$ cat config.mk
export PLATFORM = sky130hd
export DESIGN_NAME = clock_enable_gen_flat
export DESIGN_NICKNAME = d
export VERILOG_FILES = /design/src/rtl/clock_enable_gen_if.sv /design/src/rtl/clock_enable_gen.sv /design/src/flat_wrapper.sv
export SDC_FILE = /design/constraint.sdc
export NUM_CORES = 1
export LEC_CHECK = 0
export BUFFER_PORTS_ARGS = -buffer_cell sky130_fd_sc_hd__buf_2
export CAP_MARGIN = 10
export CORE_MARGIN = 2
export CORE_UTILIZATION = 43
export DETAILED_ROUTE_END_ITERATION = 6
export PLACE_DENSITY = 0.66
export RECOVER_POWER = 50
export SETUP_SLACK_MARGIN = 0.4
export SLEW_MARGIN = 30
export SYNTH_ARGS = -nofsm -noshare
export SYNTH_HDL_FRONTEND = slang
export SYNTH_SLANG_ARGS = --single-unit
$ cat constraint.sdc
create_clock -name clock -period 1.37 [get_ports clock]
set_clock_uncertainty 0.1 [all_clocks]
set_input_delay 0.3425 -clock clock [delete_from_list [all_inputs] [get_ports clock]]
set_output_delay 0.3425 -clock clock [all_outputs]
set_load 0.005 [all_outputs]
$ cat src/rtl/clock_enable_gen_if.sv
// Clock-enable bus: divide-select and hold requests in, per-channel
// enable pulses and divided level out. Clock and reset stay plain ports.
interface clock_enable_gen_if #(
  parameter int CHANNELS = 2
);
  logic [2*CHANNELS-1:0] sel;
  logic [CHANNELS-1:0]   hold;
  logic [CHANNELS-1:0]   ce_p;
  logic [CHANNELS-1:0]   ce_n;
  logic [CHANNELS-1:0]   lvl;

  // Requester side: chooses ratios and suppresses pulses.
  modport master (output sel, hold, input ce_p, ce_n, lvl);
  // Generator side.
  modport slave  (input sel, hold, output ce_p, ce_n, lvl);
endinterface

$ cat src/rtl/clock_enable_gen.sv
// Clock-enable generator: one free-running W-bit counter shared by all
// channels; each channel taps it at a run-time selectable bit to produce
// rising/falling enable pulses and a registered divided level.
module clock_enable_gen #(
  parameter int W        = 3,
  parameter int CHANNELS = 2,
  parameter int SEL_RST  = W - 1
) (
  input  logic               clock,
  input  logic               reset,
  clock_enable_gen_if.slave  bus
);

  localparam logic [1:0] S_MAX = 2'(W - 1);
  localparam logic [1:0] S_RST = 2'(SEL_RST);

  logic [W-1:0]        r_cnt;
  logic [1:0]          r_s [CHANNELS];
  logic [CHANNELS-1:0] r_ce_p;
  logic [CHANNELS-1:0] r_ce_n;
  logic [CHANNELS-1:0] r_lvl;

  logic                w_wrap;
  logic [1:0]          w_s    [CHANNELS];
  logic [W-1:0]        w_mask [CHANNELS];
  logic [CHANNELS-1:0] w_lvl;
  logic [CHANNELS-1:0] w_ce_p;
  logic [CHANNELS-1:0] w_ce_n;

  // Last count of the period: the only point where a new select may load,
  // and where every channel's level is about to return low.
  assign w_wrap = &r_cnt;

  // Free-running master counter; wraps naturally from all-ones to zero.
  // NOTE: sequential state uses non-blocking assignments so every register
  // samples pre-edge values regardless of block order.
  always_ff @(posedge clock or posedge reset) begin
    if (reset) r_cnt <= '0;
    else       r_cnt <= r_cnt + 1'b1;
  end

  // Select registers reload only at the wrap so a new ratio starts on a
  // period boundary with a full low half-period.
  // NOTE: this small array holds control state and must come out of reset
  // with a known ratio, so every entry is reset explicitly.
  always_ff @(posedge clock or posedge reset) begin
    if (reset) begin
      for (int k = 0; k < CHANNELS; k++) r_s[k] <= S_RST;
    end else if (w_wrap) begin
      for (int k = 0; k < CHANNELS; k++) r_s[k] <= bus.sel[2*k +: 2];
    end
  end

  // Clamp each select to the counter width and decode the tap bit, the
  // low-bit mask, and the falling/rising patterns on the counter.
  // NOTE: every output of this block gets a default first so no path can
  // leave a value unassigned and infer a latch.
  always_comb begin
    w_lvl  = '0;
    w_ce_p = '0;
    w_ce_n = '0;
    for (int k = 0; k < CHANNELS; k++) begin
      w_s[k]    = (r_s[k] > S_MAX) ? S_MAX : r_s[k];
      w_mask[k] = '0;
      for (int i = 0; i < W; i++) begin
        if (i <= int'(w_s[k])) w_mask[k][i] = 1'b1;
        if (i == int'(w_s[k])) w_lvl[k]     = r_cnt[i];
      end
      // Falling pattern: all selected bits one. Rising: top bit zero, rest one.
      w_ce_n[k] = ((r_cnt & w_mask[k]) == w_mask[k]);
      w_ce_p[k] = ((r_cnt & w_mask[k]) == (w_mask[k] >> 1));
    end
  end

  // Output registers: level follows the tap, pulses are dropped under hold.
  always_ff @(posedge clock or posedge reset) begin
    if (reset) begin
      r_ce_p <= '0;
      r_ce_n <= '0;
      r_lvl  <= '0;
    end else begin
      r_ce_p <= w_ce_p & ~bus.hold;
      r_ce_n <= w_ce_n & ~bus.hold;
      r_lvl  <= w_lvl;
    end
  end

  assign bus.ce_p = r_ce_p;
  assign bus.ce_n = r_ce_n;
  assign bus.lvl  = r_lvl;

endmodule

$ cat src/flat_wrapper.sv
// flat-port wrapper written by rule: the top's interface ports become plain ports
module clock_enable_gen_flat 
#(
  parameter int W        = 3,
  parameter int CHANNELS = 2,
  parameter int SEL_RST  = W - 1
)
  (clock, reset, bus_sel, bus_hold, bus_ce_p, bus_ce_n, bus_lvl);
  clock_enable_gen_if #(.CHANNELS(CHANNELS)) bus_i ();
  input  logic clock;
  input  logic reset;
  input wire logic [$bits(bus_i.sel)-1:0] bus_sel;
  input wire logic [$bits(bus_i.hold)-1:0] bus_hold;
  output wire logic [$bits(bus_i.ce_p)-1:0] bus_ce_p;
  output wire logic [$bits(bus_i.ce_n)-1:0] bus_ce_n;
  output wire logic [$bits(bus_i.lvl)-1:0] bus_lvl;
  assign bus_i.sel = bus_sel;
  assign bus_i.hold = bus_hold;
  assign bus_ce_p = bus_i.ce_p;
  assign bus_ce_n = bus_i.ce_n;
  assign bus_lvl = bus_i.lvl;
  clock_enable_gen #(.W(W), .CHANNELS(CHANNELS), .SEL_RST(SEL_RST)) u_core (.clock(clock), .reset(reset), .bus(bus_i));
endmodule
# Yosys cells after proc, flatten, opt, wreduce, memory -nomap -nowiden
# Cells that the tools add are included.
# word_totals
regBits,13
output_inout_bits,6
# op_classes
addsub,1
magnitude_cmp,6
eq_ne,8
n_mux,12
bitwise_logic,5
reduce_logical,3
# ops
operator,n
$mux W1,10
$eq A2 B2 Y1 const A,4
$and A3 B3 Y3,2
$eq A3 B2 Y1,2
$eq A3 B3 Y1,2
$and A2 B2 Y2,2
$gt A2 B2 Y1 const B,2
$le A1 B2 Y1 const A,2
$le A2 B2 Y1 const A,2
$logic_not A2 Y1,2
$mux W2,2
$add A3 B1 Y3 const B,1
$reduce_and A3 Y1,1
$not A2 Y2,1

# Logic depth before layout (Yosys ltp)
# depth
word_depth,7
mapped_depth,4
ltp_nobuf,3

# Least setup slack after synthesis
# OpenSTA, ideal clock, no wires.
# synth_timing
path_kind,register to register
start,register u_core.r_cnt[1]
end,register u_core.r_s[0] in the netlist's numbering
setup_time_ns,0.125
arrival_time_ns,1.108
required_time_ns,1.145
setup_slack_ns,0.037
path_stages_with_launch,4
path_buffers,0
synth_period_minus_slack_ns,1.333
cell_sequence,dfrtp_1 > ha_1 > ha_1 > mux2_2
# synth_between
elab_chain_cells,1
# synth_rtl
element,line_no,text
"start, declared",clock_enable_gen.sv:17,logic [W-1:0] r_cnt;
"start signal, assigned",clock_enable_gen.sv:39,else r_cnt <= r_cnt + 1'b1;
$reduce_and A3 Y1,clock_enable_gen.sv:32,assign w_wrap = &r_cnt;
net u_core.w_wrap,clock_enable_gen.sv:23,logic w_wrap;
"end, declared",clock_enable_gen.sv:18,logic [1:0] r_s [CHANNELS];
# The timed path passes the listed nets, and every way through them passes these cells.
# A chain may end at the register's enable or synchronous reset.

# Worst setup path after layout
# layout_timing
start,register u_core.r_cnt[0]
end,register u_core.r_s[0] in the netlist's numbering
# The elaborated chain is that of the path after synthesis.

==> summary.txt <==
======================================================================================
Status .................................................................. complete, but fails checks
Violated checks .........................................................  hold timing
Number of global-route vias before repair ...............................          391
Ratio of routed vias to standard cells ..................................        4.974
Fraction of final layout cells with drive strength greater than 1 .......       0.4444
Vias ....................................................................          383
Leading post-synthesis cells by cell area ............................... sky130_fd_sc_hd__dfrtp_1 (49%), sky130_fd_sc_hd__dfstp_2 (9.4%), sky130_fd_sc_hd__mux2_2 (8.1%), sky130_fd_sc_hd__ha_1 (4.5%), sky130_fd_sc_hd__nor2_1 (3.4%)
Maximum number of pins on one net before global-route repair ............           14
Synth-to-layout area growth .............................................       24.16%
Synth Net Count .........................................................           55
Starting DRT DRC Count ..................................................            3
Final-layout fill cell count ............................................           98
Most used standard cell by instance count after synthesis ............... sky130_fd_sc_hd__dfrtp_1
Clock tree from TritonCTS ...............................................         done
Post-Layout Inst Area ...................................................    694.4 µm²
Slew at the pin closest to its max-slew limit ...........................     485.9 ps
Area enclosed by the die boundary .......................................     1605 µm²
Unique cell type count in the Yosys netlist .............................           19
DRT Wirelength ..........................................................       888 µm
Power Total .............................................................     695.7 µW
Worst slew margin relative to its limit .................................       0.6757
Slowest cell on crit path ............................................... sky130_fd_sc_hd__dfrtp_1
Combined global-route utilization of all metal layers ...................       0.1509
Number of violations of the max-capacitance limit .......................            0
Sequential cell area fraction in the yosys report .......................       0.5861
Number of antenna violations at the first check in global routing .......            0
Detailed placer's ending HPWL ...........................................     668.5 µm
Number of buffers added on ports ........................................           13
Post-synth EDFFs ........................................................            0
CORE AREA ...............................................................     1156 µm²
Average footprint of a synthesized cell .................................    12.43 µm²
Vert. Die Dim ...........................................................     40.07 µm
Classification of the worst-slack hold path .............................     in2async
Worst stage delay on the critical path ..................................       390 ps
Combined area of all synthesized cells ..................................    559.3 µm²
CP max FO ...............................................................            4
Kind of end point of the critical path ..................................         flop
Number of diodes ........................................................            0
Arrival @ worst endpoint ................................................      1330 ps
Kind of start point of the critical path ................................         flop
Critical-path cell list ................................................. ha_1, ha_4, mux2_2
Clock root buffer ....................................................... sky130_fd_sc_hd__clkbuf_4
Effective utilization at floorplan ......................................       0.4838
Number of core rows .....................................................           12
Warnings from Yosys .....................................................            0
Latest clock arrival within the worst-skew pair .........................       270 ps
Post-Syn Instances ......................................................           45
Die width ...............................................................     40.07 µm
Global-route wire length before repair ..................................      1587 µm
Pwr/cell area ...........................................................  1002 nW/µm²
Max Root-Sink Buffers ...................................................            2
Cell family with the largest share of critical-path delay ...............  adder cells
Number of I/O pins ......................................................           14
Area leader, netlist .................................................... sky130_fd_sc_hd__dfrtp_1
Hold Vio Cnt, Final .....................................................           11
Required arrival time at the worst endpoint .............................      1430 ps
Remaining DRCs ..........................................................            0
Leakage power ...........................................................    0.3437 nW
Detailed-routing iteration count for the pre-antenna-repair pass ........            2
Wire per inst ...........................................................     11.53 µm
Number of buffers and inverters on the critical path ....................            0
Maximum frequency from static timing analysis ...........................    786.4 MHz
RSZ-0062 raised after global routing ....................................          yes
Ys flop type ............................................................ sky130_fd_sc_hd__dfrtp_1
Dpl cell area ...........................................................    666.9 µm²
End-of-flow core utilization ............................................       0.6006
Clock slew at the register clock pins of the worst setup and hold paths .        80 ps
Number of levels the H-tree was split into ..............................            1
Peak supply drop ........................................................    0.5513 mV
Number of nets still failing antenna checks after routing ...............            0
# setup viols final .....................................................            0
Async SR Flop Fraction ..................................................        1.000
Sum Neg Setup Slack .....................................................         0 ps
Grt ovf .................................................................            0
Post-CTS Setup Inserts ..................................................            0
Sink Count ..............................................................           13
Classification of the worst setup path ..................................      reg2reg
Fraction of post-synthesis cell area in the top cell type by area .......       0.4922
Most frequent cells after synthesis ..................................... sky130_fd_sc_hd__dfrtp_1 (11), sky130_fd_sc_hd__nor2_1 (5), sky130_fd_sc_hd__mux2_2 (4)
Final worst path period need ............................................      1272 ps
Register bit count reported by yosys ....................................           13
Fraction of the cycle the final worst path needs ........................       0.9281
Smallest hold slack .....................................................    -24.63 ps
Layout net count ........................................................           74
Max Transition Viols Final ..............................................            0
Clock buffer count from CTS .............................................            3
Routability-driven placement congestion ratio ...........................       0.7047
======================================================================================
## cell families (layout without fill, tap and decap cells)
logic type,count (synthesis),count (layout),share of synthesized area
adders and majority gates,2,2,0.04474
and+or+nand+nor,15,15,0.1566
AOI/OAI and AO/OA,8,8,0.1096
DFF,13,13,0.5861
muxes,4,4,0.08053
buffers and inverters,3,21,0.02237
## worst reg2reg max path, delay by kind of cell (launching register included)
family	cells	cell delay [ps]
multiplexers	1	260
adder cells (fa/ha/maj)	2	410
flip-flops	1	390
## where the power goes
group          internal [mW]  switching, mW  total, mW  leakage [nW]
combinational         0.0302         0.0239     0.0541         0.166
sequential             0.398        0.00894      0.407         0.162
clock                  0.113          0.122      0.235        0.0150
total                  0.541          0.155      0.696         0.344
## state kept, by name, summed over array words and instances, names as in the netlist
register	count
u_core.r_s	4
u_core.r_cnt	3
u_core.bus.ce_n	2
u_core.bus.ce_p	2
u_core.bus.lvl	2
## metal layers
metal / vias to the layer above / GRT usage / share of wire
met4: 0 / 0.07759 / 0
met2: 10 / 0.2540 / 0.48
li1: 195 / - / -
met3: 0 / 0.03889 / 0.055
met1: 178 / 0.1742 / 0.47
met5: - / 0 / 0
## per-stage QoR
| step | cells | setup slack (ps) |
|---|---|---|
| 2_1_floorplan | 45 | 75.39 |
| 3_3_place_gp | 73 | 156.0 |
| 3_5_place_dp | 73 | 130.7 |
| 4_1_cts | 77 | 126.5 |
| 5_1_grt | 77 | 60.77 |
| 6_report | 77 | 98.44 |
## repair_timing
action / in CTS / in global routing
setup endpoints to repair: 17 / 17
pin swaps: 0 / 1
gates resized for setup: 2 / 0
endpoints found under the hold margin: 11 / 0
## path summary, 6_finish.rpt
check                                                from                            to  slack [ps]  cells past startpoint
worst max-delay path            u_core.r_cnt[0]$_DFF_PP0_     u_core.r_s[0]$_DFFE_PP0P_         100                      3
worst min-delay path                                reset  u_core.bus.ce_n[0]$_DFF_PP0_         -20                      2
worst max register to register  u_core.r_cnt[0]$_DFF_PP0_     u_core.r_s[0]$_DFFE_PP0P_         100                      3
worst min register to register  u_core.r_cnt[1]$_DFF_PP0_     u_core.r_cnt[1]$_DFF_PP0_         400                      1
max in group asynchronous                           reset     u_core.r_s[1]$_DFFE_PP1P_         840                      2
min in group clock                            bus_hold[0]  u_core.bus.ce_p[0]$_DFF_PP0_         130                      2
## final cells by class
cell class,instances,area [µm²],share of cell area
inverters,2,7.507,0.01081
repair buffers,15,76.32,0.1099
clock buffers,4,26.28,0.03784
well taps,14,17.52,0.02523
multi-input cells,29,239.0,0.3441
flip-flops and latches,13,327.8,0.4721
## placed cells by master, fill, tap and decap left out
| cell type | instances |
|---|---|
| sky130_fd_sc_hd__nand3b_1 | 1 |
| sky130_fd_sc_hd__nand2b_4 | 1 |
| sky130_fd_sc_hd__ha_4 | 1 |
| sky130_fd_sc_hd__buf_2 | 13 |
| sky130_fd_sc_hd__clkbuf_1 | 2 |
| sky130_fd_sc_hd__ha_1 | 1 |
| sky130_fd_sc_hd__o21ba_2 | 1 |
| sky130_fd_sc_hd__or2_0 | 1 |
| sky130_fd_sc_hd__dfrtp_1 | 11 |
| sky130_fd_sc_hd__nand2b_1 | 1 |
| sky130_fd_sc_hd__a2bb2oi_1 | 2 |
| sky130_fd_sc_hd__clkbuf_4 | 3 |
| sky130_fd_sc_hd__nor2b_1 | 1 |
| sky130_fd_sc_hd__a31oi_1 | 1 |
| sky130_fd_sc_hd__buf_4 | 1 |
| sky130_fd_sc_hd__mux2_2 | 4 |
| sky130_fd_sc_hd__and2b_1 | 1 |
| sky130_fd_sc_hd__a211oi_2 | 1 |
| sky130_fd_sc_hd__dfstp_2 | 2 |
| sky130_fd_sc_hd__inv_1 | 2 |
| sky130_fd_sc_hd__nor2_1 | 5 |
| sky130_fd_sc_hd__nor2b_4 | 1 |
| sky130_fd_sc_hd__a21oi_1 | 3 |
| sky130_fd_sc_hd__nor3_1 | 3 |
(Power assumes the default switching activity.)
